`src/rtl/des_round_seq.sv`:
```
// des_round_seq: sequencer driving an iterative DES core (roundSel/decrypt/key/desIn/desOut).
// Latency: accept edge A -> out_valid high after edge A+ROUNDS+1 (3*(ROUNDS+1) for triple-DES blocks).
// Backpressure: in_ready only in IDLE; result held in out_data until out_valid&out_ready.
// Optional: define DES_ROUND_SEQ_TDES_EN for three-pass triple-DES (EDE) support.
module des_round_seq #(
  parameter int ROUNDS = 16,
  parameter int CNT_W  = 16
) (
  input  logic             clk,
  input  logic             rst,
  input  logic             in_valid,
  output logic             in_ready,
  input  logic             in_decrypt,
  input  logic [55:0]      in_key,
  input  logic [63:0]      in_data,
`ifdef DES_ROUND_SEQ_TDES_EN
  input  logic             in_tdes,
  input  logic [55:0]      in_key2,
  input  logic [55:0]      in_key3,
`endif
  output logic             out_valid,
  input  logic             out_ready,
  output logic [63:0]      out_data,
  output logic [3:0]       core_round_sel,
  output logic             core_decrypt,
  output logic [55:0]      core_key,
  output logic [63:0]      core_din,
  input  logic [63:0]      core_dout,
  output logic             busy,
  output logic [CNT_W-1:0] blk_cnt
);

  typedef enum logic [1:0] {
    IDLE = 2'd0,
    RUN  = 2'd1,
    CAPT = 2'd2,
    DONE = 2'd3
  } state_t;

  localparam logic [3:0]       LAST_RND = 4'(ROUNDS - 1);
  localparam logic [CNT_W-1:0] CNT_MAX  = {CNT_W{1'b1}};
  localparam logic [CNT_W-1:0] CNT_ONE  = {{(CNT_W-1){1'b0}}, 1'b1};

  state_t           r_state;
  state_t           w_state_nxt;
  logic [3:0]       r_round;
  logic [55:0]      r_key;
  logic             r_dir;
  logic [63:0]      r_data;
  logic             r_out_vld;
  logic [63:0]      r_out_data;
  logic [CNT_W-1:0] r_blk_cnt;
  logic             w_final_pass;
  logic [55:0]      w_core_key;
  logic             w_core_dec;

`ifdef DES_ROUND_SEQ_TDES_EN
  logic             r_tdes;
  logic [1:0]       r_pass;
  logic [55:0]      r_key2;
  logic [55:0]      r_key3;

  // Only the third pass of a triple-DES block produces the visible result.
  assign w_final_pass = !r_tdes || (r_pass == 2'd2);

  // Key/direction per pass: encrypt = E(k1) D(k2) E(k3); decrypt = D(k3) E(k2) D(k1).
  always_comb begin
    w_core_key = r_key;
    w_core_dec = r_dir;
    if (r_tdes) begin
      case (r_pass)
        2'd0: begin
          w_core_key = r_dir ? r_key3 : r_key;
          w_core_dec = r_dir;
        end
        2'd1: begin
          w_core_key = r_key2;
          w_core_dec = !r_dir;
        end
        default: begin
          w_core_key = r_dir ? r_key : r_key3;
          w_core_dec = r_dir;
        end
      endcase
    end
  end

  // Triple-DES mode, pass index and extra keys are latched with the block.
  always_ff @(posedge clk or negedge rst) begin
    if (!rst) begin
      r_tdes <= 1'b0;
      r_pass <= 2'd0;
      r_key2 <= '0;
      r_key3 <= '0;
    end else if (r_state == IDLE && in_valid) begin
      r_tdes <= in_tdes;
      r_pass <= 2'd0;
      r_key2 <= in_key2;
      r_key3 <= in_key3;
    end else if (r_state == CAPT && !w_final_pass) begin
      r_pass <= r_pass + 2'd1;
    end
  end
`else
  assign w_final_pass = 1'b1;
  assign w_core_key   = r_key;
  assign w_core_dec   = r_dir;
`endif

  // State register.
  always_ff @(posedge clk or negedge rst) begin
    if (!rst) r_state <= IDLE;
    else      r_state <= w_state_nxt;
  end

  // Next-state logic: one RUN sweep per pass, CAPT loops back to RUN for non-final passes.
  always_comb begin
    w_state_nxt = r_state;
    case (r_state)
      IDLE:    if (in_valid) w_state_nxt = RUN;
      RUN:     if (r_round == LAST_RND) w_state_nxt = CAPT;
      CAPT:    w_state_nxt = w_final_pass ? DONE : RUN;
      DONE:    if (out_ready) w_state_nxt = IDLE;
      default: w_state_nxt = IDLE;
    endcase
  end

  // Datapath: latch request, step the round counter, capture and hold the result.
  always_ff @(posedge clk or negedge rst) begin
    if (!rst) begin
      r_round    <= 4'd0;
      r_key      <= '0;
      r_dir      <= 1'b0;
      r_data     <= '0;
      r_out_vld  <= 1'b0;
      r_out_data <= '0;
      r_blk_cnt  <= '0;
    end else begin
      case (r_state)
        IDLE: begin
          if (in_valid) begin
            r_key   <= in_key;
            r_dir   <= in_decrypt;
            r_data  <= in_data;
            r_round <= 4'd0;
          end
        end
        RUN: begin
          r_round <= (r_round == LAST_RND) ? 4'd0 : r_round + 4'd1;
        end
        CAPT: begin
          if (w_final_pass) begin
            r_out_data <= core_dout;
            r_out_vld  <= 1'b1;
            if (r_blk_cnt != CNT_MAX) r_blk_cnt <= r_blk_cnt + CNT_ONE;
          end else begin
            // Intermediate pass result becomes the next pass's input block.
            r_data <= core_dout;
          end
        end
        DONE: begin
          if (out_ready) r_out_vld <= 1'b0;
        end
        default: ;
      endcase
    end
  end

  assign in_ready       = (r_state == IDLE);
  assign busy           = (r_state != IDLE);
  assign out_valid      = r_out_vld;
  assign out_data       = r_out_data;
  assign blk_cnt        = r_blk_cnt;
  assign core_round_sel = (r_state == RUN) ? r_round : 4'd0;
  assign core_key       = w_core_key;
  assign core_decrypt   = w_core_dec;
  assign core_din       = r_data;

endmodule

```
`config.mk`:
```
export PLATFORM = sky130hd
export DESIGN_NAME = des_round_seq
export DESIGN_NICKNAME = d
export VERILOG_FILES = /design/src/rtl/des_round_seq.sv
export SDC_FILE = /design/constraint.sdc
export NUM_CORES = 1
export LEC_CHECK = 0
export BUFFER_PORTS_ARGS = -buffer_cell sky130_fd_sc_hd__buf_2
export CORE_MARGIN = 10
export CORE_UTILIZATION = 43
export CTS_BUF_LIST = sky130_fd_sc_hd__clkbuf_4 sky130_fd_sc_hd__clkbuf_8
export DETAILED_ROUTE_END_ITERATION = 8
export PLACE_DENSITY = 0.75
export SYNTH_ARGS = -nofsm -noshare
export SYNTH_HDL_FRONTEND = slang
export SYNTH_SLANG_ARGS = --single-unit
export TNS_END_PERCENT = 10
```
`constraint.sdc`:
```
create_clock -name clk -period 3.8 [get_ports clk]
set_input_delay 0 -clock clk [delete_from_list [all_inputs] [get_ports clk]]
set_output_delay 0 -clock clk [all_outputs]
set_load 0.05 [all_outputs]
```
### Yosys cells after proc, flatten, opt, wreduce, memory -nomap -nowiden

Cells that the tools add are included.

| operators by class | value |
|---|---|
| add/sub/neg operators | 2 |
| equal/unequal tests | 8 |
| muxes and demuxes | 10 |
| reduce and logical (&&, ||, !) cells | 9 |

Operator list:

| cell | number |
|---|---|
| 16-bit by 1-bit adder with 16-bit output (second input constant) | 1 |
| 16-bit inequality test (second input constant) | 1 |
| 4-bit 2-to-1 mux | 3 |
| 2-bit one-hot mux with 4 select lines | 1 |
| 4-bit one-hot mux with 2 select lines | 1 |
| 2-bit AND reduction | 4 |
| 2-bit 2-to-1 mux | 3 |
| 2-bit inequality test (second input constant) | 3 |
| 2-bit nonzero test | 3 |
| 4-bit by 1-bit adder with 4-bit output (second input constant) | 1 |
| 2-bit equality test (second input constant) | 2 |
| 4-bit equality test (second input constant) | 1 |
| 3-bit AND reduction | 1 |
| 2-bit by 1-bit equality test with 1-bit output (second input constant) | 1 |
| 2-bit zero test | 1 |
| 1-bit one-hot mux with 2 select lines | 1 |
| 1-bit 2-to-1 mux | 1 |

| word-level totals | value |
|---|---|
| bits in registers | 208 |
| input port bits | 189 |
| output and inout bits | 208 |
| word-level logic and storage cells | 37 |

### Logic depth before layout (Yosys ltp)

Gate-level depths: netlist (run 1).

| depth | value |
|---|---|
| word-level depth | 3 |
| depth in mapped cells | 7 |
| depth with buffers taken out | 6 |

### Worst setup path after synthesis (run 1)

OpenSTA, ideal clock, no wires.

| timing path | value |
|---|---|
| path kind | register -> register |
| start | reg r_state[0] |
| end | reg r_data[0] (netlist: core_din[0]) |
| library setup time | 0.128 ns |
| arrival | 1.852 ns |
| data required time | 3.672 ns |
| setup slack | 1.821 ns |
| stages on the path, launching flop included | 7 |
| path buffers | 2 |
| clock period less this slack | 1.979 ns |
| cells stage by stage | dfrtp_1 > inv_1 > ha_1 > nand2_1 > buf_4 > buf_6 > mux2_1 |

| between the ends | value |
|---|---|
| cells in the longest elaborated chain, start to end | 2 |

RTL lines:

| what | line | RTL |
|---|---|---|
| from (decl) | 44 | `state_t r_state;` |
| from (signal assigned) | 113 | `else r_state <= w_state_nxt;` |
| 2-bit zero test | - |  |
| named net in_ready | 12 | `output logic in_ready,` |
| 2-bit AND reduction (no source line) | - |  |
| to (signal assigned) | 144 | `r_data <= in_data;` |
| to (signal assigned) | 158 | `r_data <= core_dout;` |
| to (decl) | 49 | `logic [63:0] r_data;` |

The timed path passes the listed nets, and every way through them passes these cells.
A chain may end at the register's enable or synchronous reset.

### Final worst setup path (run 1)

| timing path | value |
|---|---|
| start | reg r_state[0] |
| end | reg r_key[26] (netlist: core_key[26]) |

| between the ends | value |
|---|---|
| cells in the longest elaborated chain, start to end | 2 |

RTL lines:

| what | line | RTL |
|---|---|---|
| 2-bit zero test | 139 | `case (r_state)` |
| 2-bit AND reduction (no source line) | - |  |
| to (signal assigned) | 142 | `r_key <= in_key;` |
| to (decl) | 47 | `logic [55:0] r_key;` |

Every way passes these cells.

==> results of run 1 <==
registers in the layout, indices dropped and copies added (netlist names):
| register | count |
|---|---|
| core_din | 64 |
| out_data | 64 |
| core_key | 56 |
| blk_cnt | 16 |
| r_round | 4 |
| r_state | 2 |
| core_decrypt | 1 |
| out_valid | 1 |
per-layer routing:
layer  vias up  track usage  share of wire
met5         -            0              0
met3        63       0.0877           0.10
met4         0       0.0869          0.028
met2       334        0.392           0.52
li1       3063            -              -
met1      3354        0.232           0.35
what timing repair did:
action | 4_1_cts | 5_1_grt
hold buffers | 188 | 0
buffers inserted | 0 | 0
hold endpoints to repair | 297 | 0
stage by stage:
step                      cell area, um^2  worst slack, ns  hold WS [ns]  utilization  std cells
after floorplan                      8180             1.82        -0.296            -        515
after global placement              10400             1.56         0.173        0.555       1129
after detailed placement            10400             1.48         0.168        0.555       1129
after CTS                           13000             1.46         0.178        0.694       1377
after global routing                13000             1.34         0.232        0.695       1382
final                               13000             1.46         0.183        0.695       1383
cells in the mapped netlist, types with 2 or more instances:
cell / instances / area (um^2)
a31oi_1: 5 / 31.3
buf_6: 9 / 101
and2_1: 4 / 25.0
a21oi_1: 7 / 35.0
mux2_1: 92 / 1040
o31ai_1: 2 / 15.0
buf_2: 10 / 50.1
and3_2: 2 / 15.0
nand4_2: 2 / 25.0
and4_4: 2 / 22.5
mux2i_1: 2 / 20.0
nor2b_1: 2 / 12.5
nor2_4: 2 / 22.5
ha_1: 6 / 75.1
dfrtp_1: 208 / 5200
nand2_1: 13 / 48.8
inv_1: 5 / 18.8
xnor2_1: 5 / 43.8
and3_1: 2 / 12.5
buf_4: 2 / 15.0
o21ai_0: 6 / 30.0
nand3_1: 6 / 30.0
mux2_2: 96 / 1080
nand4_1: 4 / 25.0
area by class of cell:
cell class,instances,area (um^2)
fill,1192,5700
sequential,208,5200
timing repair buffer,590,3940
multi-input combinational,280,2800
clock buffer,56,683
tap,234,293
clock inverter,4,48.8
inverter,5,18.8
antenna,6,15.0
final timing paths:
| kind | from | endpoint | slack, ns | cells past startpoint |
|---|---|---|---|---|
| max | r_state[0] | core_key[26] | 1.46 | 5 |
| min | rst | out_data[21] | 0.18 | 2 |
| max reg2reg | r_state[0] | core_key[26] | 1.46 | 5 |
| min reg2reg | core_din[43] | core_din[43] | 0.48 | 1 |
| max in group asynchronous | rst | core_din[1] | 2.72 | 3 |
| min in group clk | in_data[59] | core_din[59] | 0.24 | 3 |
cells in the final DEF (no fill, tap or decap), drive strengths merged, types with 2 or more instances in the layout:
master       count
and4             2
clkinv           3
mux2           189
nand4            7
inv              5
ha               6
nand3            7
a31oi            5
nand2           14
and2             5
a21oi            7
buf            401
nor3             2
dfrtp          208
diode            6
mux2i            2
xnor2            5
o31ai            2
clkbuf          57
nor2b            2
nor2             4
o21ai            7
and3             4
dlygate4sd3    188
power by group through the flow:
stage	clock (mW)	combinational (mW)	sequential, mW
after global placement	0	7.09	3.84
after CTS	2.13	7.35	3.87
after detailed placement	0	7.18	3.89
final	2.07	7.38	3.94
after global routing	2.23	7.69	4.06
after floorplan	0	1.71	7.57
logic make-up after synthesis:
group | synth area share
and+or+nand+nor | 0.0393
buffers and inverters | 0.0231
muxes | 0.263
adders and majority gates | 0.00918
AOI/OAI and AO/OA | 0.0239
DFF | 0.636
xor gates and xnor gates | 0.00535
critical path, stage by stage, from the launching register on:
cell and delay, ns:
dfrtp_1 0.38, inv_1 0.09, ha_1 0.32, nand2_4 0.56, buf_4 0.43, mux2_2 0.39
==> flow_summary.toml, run 1 <==
[global_route]
grt_remaining_overflow = 0
grt_max_degree = 109
grt_pass1_vias = 7796
grt_usage = 0.222
grt_pass1_wl_mm = 43.5
grt_antenna_before_repair = 5

[setup_path]
end_kind = "flop"
worstSetupPathType = "flop to flop"
crit_path_start_kind = "flop"
crit_fanout = 52
cp.arrival_ns = 2.71
required_ns = 4.17

[yosys]
synthCells = 515
yosysWarnings = 0
synth.yosys.seq_area_share = 0.636
synth_seq_cells = 208
avgSynthCellArea_um2 = 15.9
async_flop_share = 1.00
synth_edf_count = 0
syn-cell-area_um2 = 8180
yosysUniqueCellTypes = 45
ys.flop_type = "dfrtp_1"
syn_nets = 710

[job]
drv_cap = 0

[power_and_ir_drop]
seqPwrFrac = 0.294
sw_frac_of_total = 0.515
p_per_area_nw_per_um2 = 1030
intPower_mw = 6.50
power.share.clock = 0.155
power_mw = 13.4
peakVddDrop_v = 0.000787
power.switching_mw = 6.89
comb_power_share = 0.551
power.leakage_nw = 6.32

[routing]
vias_per_cell = 4.93
wire_per_inst_um = 20.7
drtIter0Drc = 258
wl_mm = 28.7
dr.pass1.iters = 4
drc = 0
via_count = 6814
ant_nets = 0

[floorplanning]
start_util = 0.437
dieArea_um2 = 24900
die_h_um = 158
placementRows = 50
die_w_um = 158
core_um2 = 18700
io_pins = 397

[clock_network]
clock-sinks = 208
numCtsBuffers = 36
clk_latency_ns = 0.50
cts_tree = "done"
path_clk_slew_ns = 0.06
clock-root-buffer = "clkbuf_8"
cts_resized = 0
clockBufferDepth = 3
htree_levels = 2

[placement]
io_buffers = 396
dpl.hpwl_mm = 18.2
gp_congestion = 0.822

[sta]
fin_skew_ns = 0.0133
rsz0062_at_grt = "false"
finalHoldViolCount = 0
maxSlewHeadroom = 0.427
finalSetupViolCount = 0
period_needed_ns = 2.34
timing.fmax_mhz = 428
setup_tns_ns = 0
report.final.slew_viol_count = 0
worstMarginPinSlew_ns = 0.860
period_share = 0.615

[cells_and_area]
area_growth_syn_to_layout_pct = 58.9
final_nets = 1316
drive_gt1_frac = 0.504

[outcome]
status = "finished clean"

[worst_hold_path]
min_path_type = "primary input to async pin"
(Power assumes the default switching activity.)
==> inputs of run 2 (changes only) <==
PLACE_DENSITY = 0.78   (was 0.75)
clock period = 2.15 ns   (was 3.8 ns; I/O delays follow)
==> run 2 against run 1 <==
Against the previous run: routed wire length grew 7.8%; global-route usage grew 1.8 points; cell count grew 1.2%; setup slack lost 1.2 ns; total power grew 82%; critical endpoint is now core_round_sel[1]; largest power group unchanged; sequential power grew 78%; non-clock buffer count grew 12; hold slack lost 0.11 ns; register-to-register slack lost 1.1 ns; clock power grew 94%.
==> flow_summary.toml, run 2 (synthesis results as in run 1) <==
[setup_path]
cp.arrival_ns = 1.89
crit_path_start_kind = "flop"
cp_num_buf_inv = 2
critical_path.cell_chain = "inv_1 > ha_1 > and2_1 > buf_2"
cp_slowest_stage_delay_ns = 0.42
required_ns = 2.15
end_kind = "primary output"
crit_fanout = 11
cp_top_family = "flip-flops"
worstSetupPathType = "flop to primary output"
cpMaxStageDelayCell = "dfrtp_1"

[sta]
timing.fmax_mhz = 530
fin_skew_ns = 0.0120
maxSlewHeadroom = 0.578
worstMarginPinSlew_ns = 0.633
rsz0062_at_grt = "false"
setup_slack_ns = 0.264
finalHoldViolCount = 0
period_share = 0.877
finalSetupViolCount = 0
setup_tns_ns = 0
report.final.slew_viol_count = 0
period_needed_ns = 1.89

[floorplanning]
dieArea_um2 = 24900
placementRows = 50
die_w_um = 158
io_pins = 397
core_um2 = 18700
die_h_um = 158
start_util = 0.437

[routing]
ant_nets = 0
drc = 0
dr.pass1.iters = 7
wl_mm = 30.9
wire_per_inst_um = 22.1
drtIter0Drc = 296
via_count = 6988
vias_per_cell = 4.99

[global_route]
grt_remaining_overflow = 0
grt_pass1_wl_mm = 46.7
grt_usage = 0.240
grt_antenna_before_repair = 5
grt_pass1_vias = 7912
grt_max_degree = 75

[clock_network]
post_cts_buffers = 0
cts_tree = "done"
clock-root-buffer = "clkbuf_8"
numCtsBuffers = 36
clockBufferDepth = 3
htree_levels = 2
path_clk_slew_ns = 0.06
cts_resized = 0
clock-sinks = 208
clk_latency_ns = 0.52

[worst_hold_path]
min_path_type = "primary input to async pin"

[cells_and_area]
drive_gt1_frac = 0.511
final_nets = 1328
area_growth_syn_to_layout_pct = 61.8
layout_commonest_cell = "buf_2"
final_cell_mix = "buf_2 (395), dfrtp_1 (208), dlygate4sd3_1 (188)"

[power_and_ir_drop]
p_per_area_nw_per_um2 = 1840
power.leakage_nw = 6.43
peakVddDrop_v = 0.00121

[placement]
gp_congestion = 0.854
dpl.hpwl_mm = 19.5
io_buffers = 396
dp_slack_ns = 0.383

[outcome]
status = "finished clean"

[job]
drv_cap = 0
[run 2: path summary, 6_finish.rpt]
| check | slack, ns | start | end | depth (start not counted) |
|---|---|---|---|---|
| hold / removal | 0.07 | rst | out_data[25] | 2 |
| setup / recovery | 0.26 | r_state[1] | core_round_sel[1] | 4 |
| min in group clk | 0.24 | in_key[12] | core_key[12] | 3 |
| hold reg to reg | 0.49 | core_key[21] | core_key[21] | 1 |
| setup reg to reg | 0.32 | r_state[1] | core_din[26] | 5 |
| max in group asynchronous | 1.37 | rst | core_key[48] | 3 |
[run 2: cell type report]
class                      instances  area, um^2
antenna                            6        15.0
clock buffer                      60         757
clock inverter                     5        57.6
fill                            1178        5470
inverter                           5        18.8
multi-input combinational        280        2810
sequential                       208        5200
tap                              234         293
timing repair buffer             602        4080
[run 2: report_power, final]
part | switching, mW | internal (mW) | total (mW)
combinational | 9.69 | 3.63 | 13.3
sequential | 1.16 | 5.84 | 7.01
clock | 1.66 | 2.34 | 4.01
total | 12.5 | 11.8 | 24.3
[run 2: metal layers]
metal	up-vias	global-route usage	share of wire
li1	3078	-	-
met1	3469	0.247	0.34
met2	360	0.425	0.52
met3	81	0.0885	0.10
met4	0	0.112	0.039
met5	-	0	0
[run 2: repair_timing]
action                                  4_1_cts  5_1_grt
endpoints found under the hold margin       329        0
hold buffers                                188        0
endpoints found under the setup margin        0        0
[run 2: stage by stage]
| step | instance area, um^2 | power [mW] | hold WS, ns | cells | util |
|---|---|---|---|---|---|
| finish | 13200 | 24.3 | 0.0686 | 1400 | 0.708 |
| floorplan | 8180 | 16.4 | -0.296 | 515 | - |
| CTS | 13200 | 24.1 | 0.0744 | 1394 | 0.707 |
| detailed placement | 10500 | 19.8 | 0.0716 | 1141 | 0.563 |
| global placement | 10500 | 19.5 | 0.0589 | 1141 | 0.563 |
| global route | 13200 | 25.3 | 0.115 | 1399 | 0.707 |
==> inputs of run 3 (changes only) <==
PLACE_DENSITY = 0.74   (was 0.78)
TNS_END_PERCENT = 50   (was 10)
==> run 3 against run 2 <==
Against the previous run: core utilization fell by 0.84 points; sequential share of layout area rose by 0.47 points; hold slack improved by 0.018 ns; flip-flop and latch count unchanged; register-to-register slack lost 0.05 ns; routed wire length is 3.4% lower; via count down 2.0%; clock-buffer cell count shrank 7; critical endpoint is now core_din[43]; largest power group unchanged.
==> flow_summary.toml, run 3 (synthesis results as in run 1) <==
[outcome]
status = "finished clean"

[routing]
drc = 0
drtIter0Drc = 302
wl_mm = 29.8
wire_per_inst_um = 21.5
vias_per_cell = 4.93
ant_nets = 0
via_count = 6851
dr.pass1.iters = 4

[setup_path]
crit_fanout = 18
worstSetupPathType = "flop to flop"
worstRegToRegCells = 5
cp-endpoint = "core_din[43]"
r2r_setup_slack_ns = 0.27
end_kind = "flop"
required_ns = 2.53
r2r-start = "r_state[0]"
crit_path_start_kind = "flop"
crit_start = "r_state[0]"
cp.arrival_ns = 2.26
reg2reg_to = "core_din[43]"

[floorplanning]
placementRows = 50
core_um2 = 18700
die_w_um = 158
dieArea_um2 = 24900
start_util = 0.437
io_pins = 397
die_h_um = 158

[clock_network]
numCtsBuffers = 36
path_clk_slew_ns = 0.06
clock-root-buffer = "clkbuf_8"
clk_latency_ns = 0.51
post_cts_buffers = 0
cts_tree = "done"
htree_levels = 2
clock-sinks = 208
clockBufferDepth = 3

[sta]
rsz0062_at_grt = "false"
worstMarginPinSlew_ns = 0.513
fin_skew_ns = 0.0176
setup_slack_ns = 0.266
finalSetupViolCount = 0
timing.fmax_mhz = 531
maxSlewHeadroom = 0.658
setup_tns_ns = 0
period_needed_ns = 1.88
period_share = 0.876
report.final.slew_viol_count = 0
finalHoldViolCount = 0

[global_route]
grt_pass1_wl_mm = 44.8
grt_usage = 0.231
grt_antenna_before_repair = 6
grt_max_degree = 73
grt_pass1_vias = 7752
grt_remaining_overflow = 0

[placement]
dpl.hpwl_mm = 19.8
io_buffers = 396
dp_slack_ns = 0.335
gp_congestion = 0.825

[power_and_ir_drop]
power.leakage_nw = 6.35
peakVddDrop_v = 0.00143
p_per_area_nw_per_um2 = 1810

[job]
drv_cap = 0

[cells_and_area]
final_cell_mix = "buf_2 (395), dfrtp_1 (208), dlygate4sd3_1 (188)"
regArea_um2 = 5200
drive_gt1_frac = 0.507
fillers = 1176
area_growth_syn_to_layout_pct = 59.9
layout_commonest_cell = "buf_2"
multi_input_area_um2 = 2810
final_nets = 1324

[worst_hold_path]
min_path_type = "primary input to async pin"
## run 3: repair_timing
item                                   CTS  global route
endpoints found under the hold margin  398             0
hold buffers                           189             0
setup endpoints to repair                0             0
resized for setup                        0             0
## run 3: how the worst min path moves through the flow
stage              endpoint  slack [ns]  depth (start not counted)
2_1_floorplan    blk_cnt[0]       -0.30                          0
3_3_place_gp   core_din[63]       -0.06                          1
3_5_place_dp   core_key[55]       -0.06                          1
4_1_cts        core_key[48]        0.07                          3
5_1_grt        core_key[48]        0.07                          3
6_report       core_key[48]        0.09                          3
## run 3: report_power, final
| part | switching (mW) | leakage, nW | total (mW) | internal [mW] |
|---|---|---|---|---|
| sequential | 1.13 | 2.48 | 6.98 | 5.85 |
| combinational | 9.59 | 3.51 | 13.2 | 3.60 |
| clock | 1.57 | 0.367 | 3.55 | 1.97 |
## run 3: worst max-delay path, cell delays in order, from the launching register on
cell     delay [ns]
dfrtp_1        0.39
inv_1          0.12
ha_1           0.26
nand2_4        0.26
buf_4          0.33
mux2_1         0.39
## run 3: per-stage QoR
stage	util	power, mW	hold WS [ns]	std cells	area [um^2]
after global routing	0.699	24.8	0.0675	1389	13100
after floorplan	-	16.4	-0.296	515	8180
after detailed placement	0.559	19.8	-0.0569	1136	10500
final	0.699	23.7	0.0871	1390	13100
after global placement	0.559	19.5	-0.0591	1136	10500
after CTS	0.698	23.6	0.0651	1383	13100
## run 3: final cells by class
type | count | area share
sequential | 208 | 0.398
inverter | 5 | 0.00143
antenna | 7 | 0.00134
clock buffer | 53 | 0.0510
multi-input combinational | 280 | 0.215
timing repair buffer | 598 | 0.309
tap | 234 | 0.0224
clock inverter | 5 | 0.00230
## run 3: routing by layer
metal	vias to the layer above	GRT usage	part of all wire
li1	3079	-	-
met1	3380	0.236	0.35
met2	316	0.409	0.52
met3	76	0.0896	0.098
met4	0	0.103	0.041
met5	-	0	0
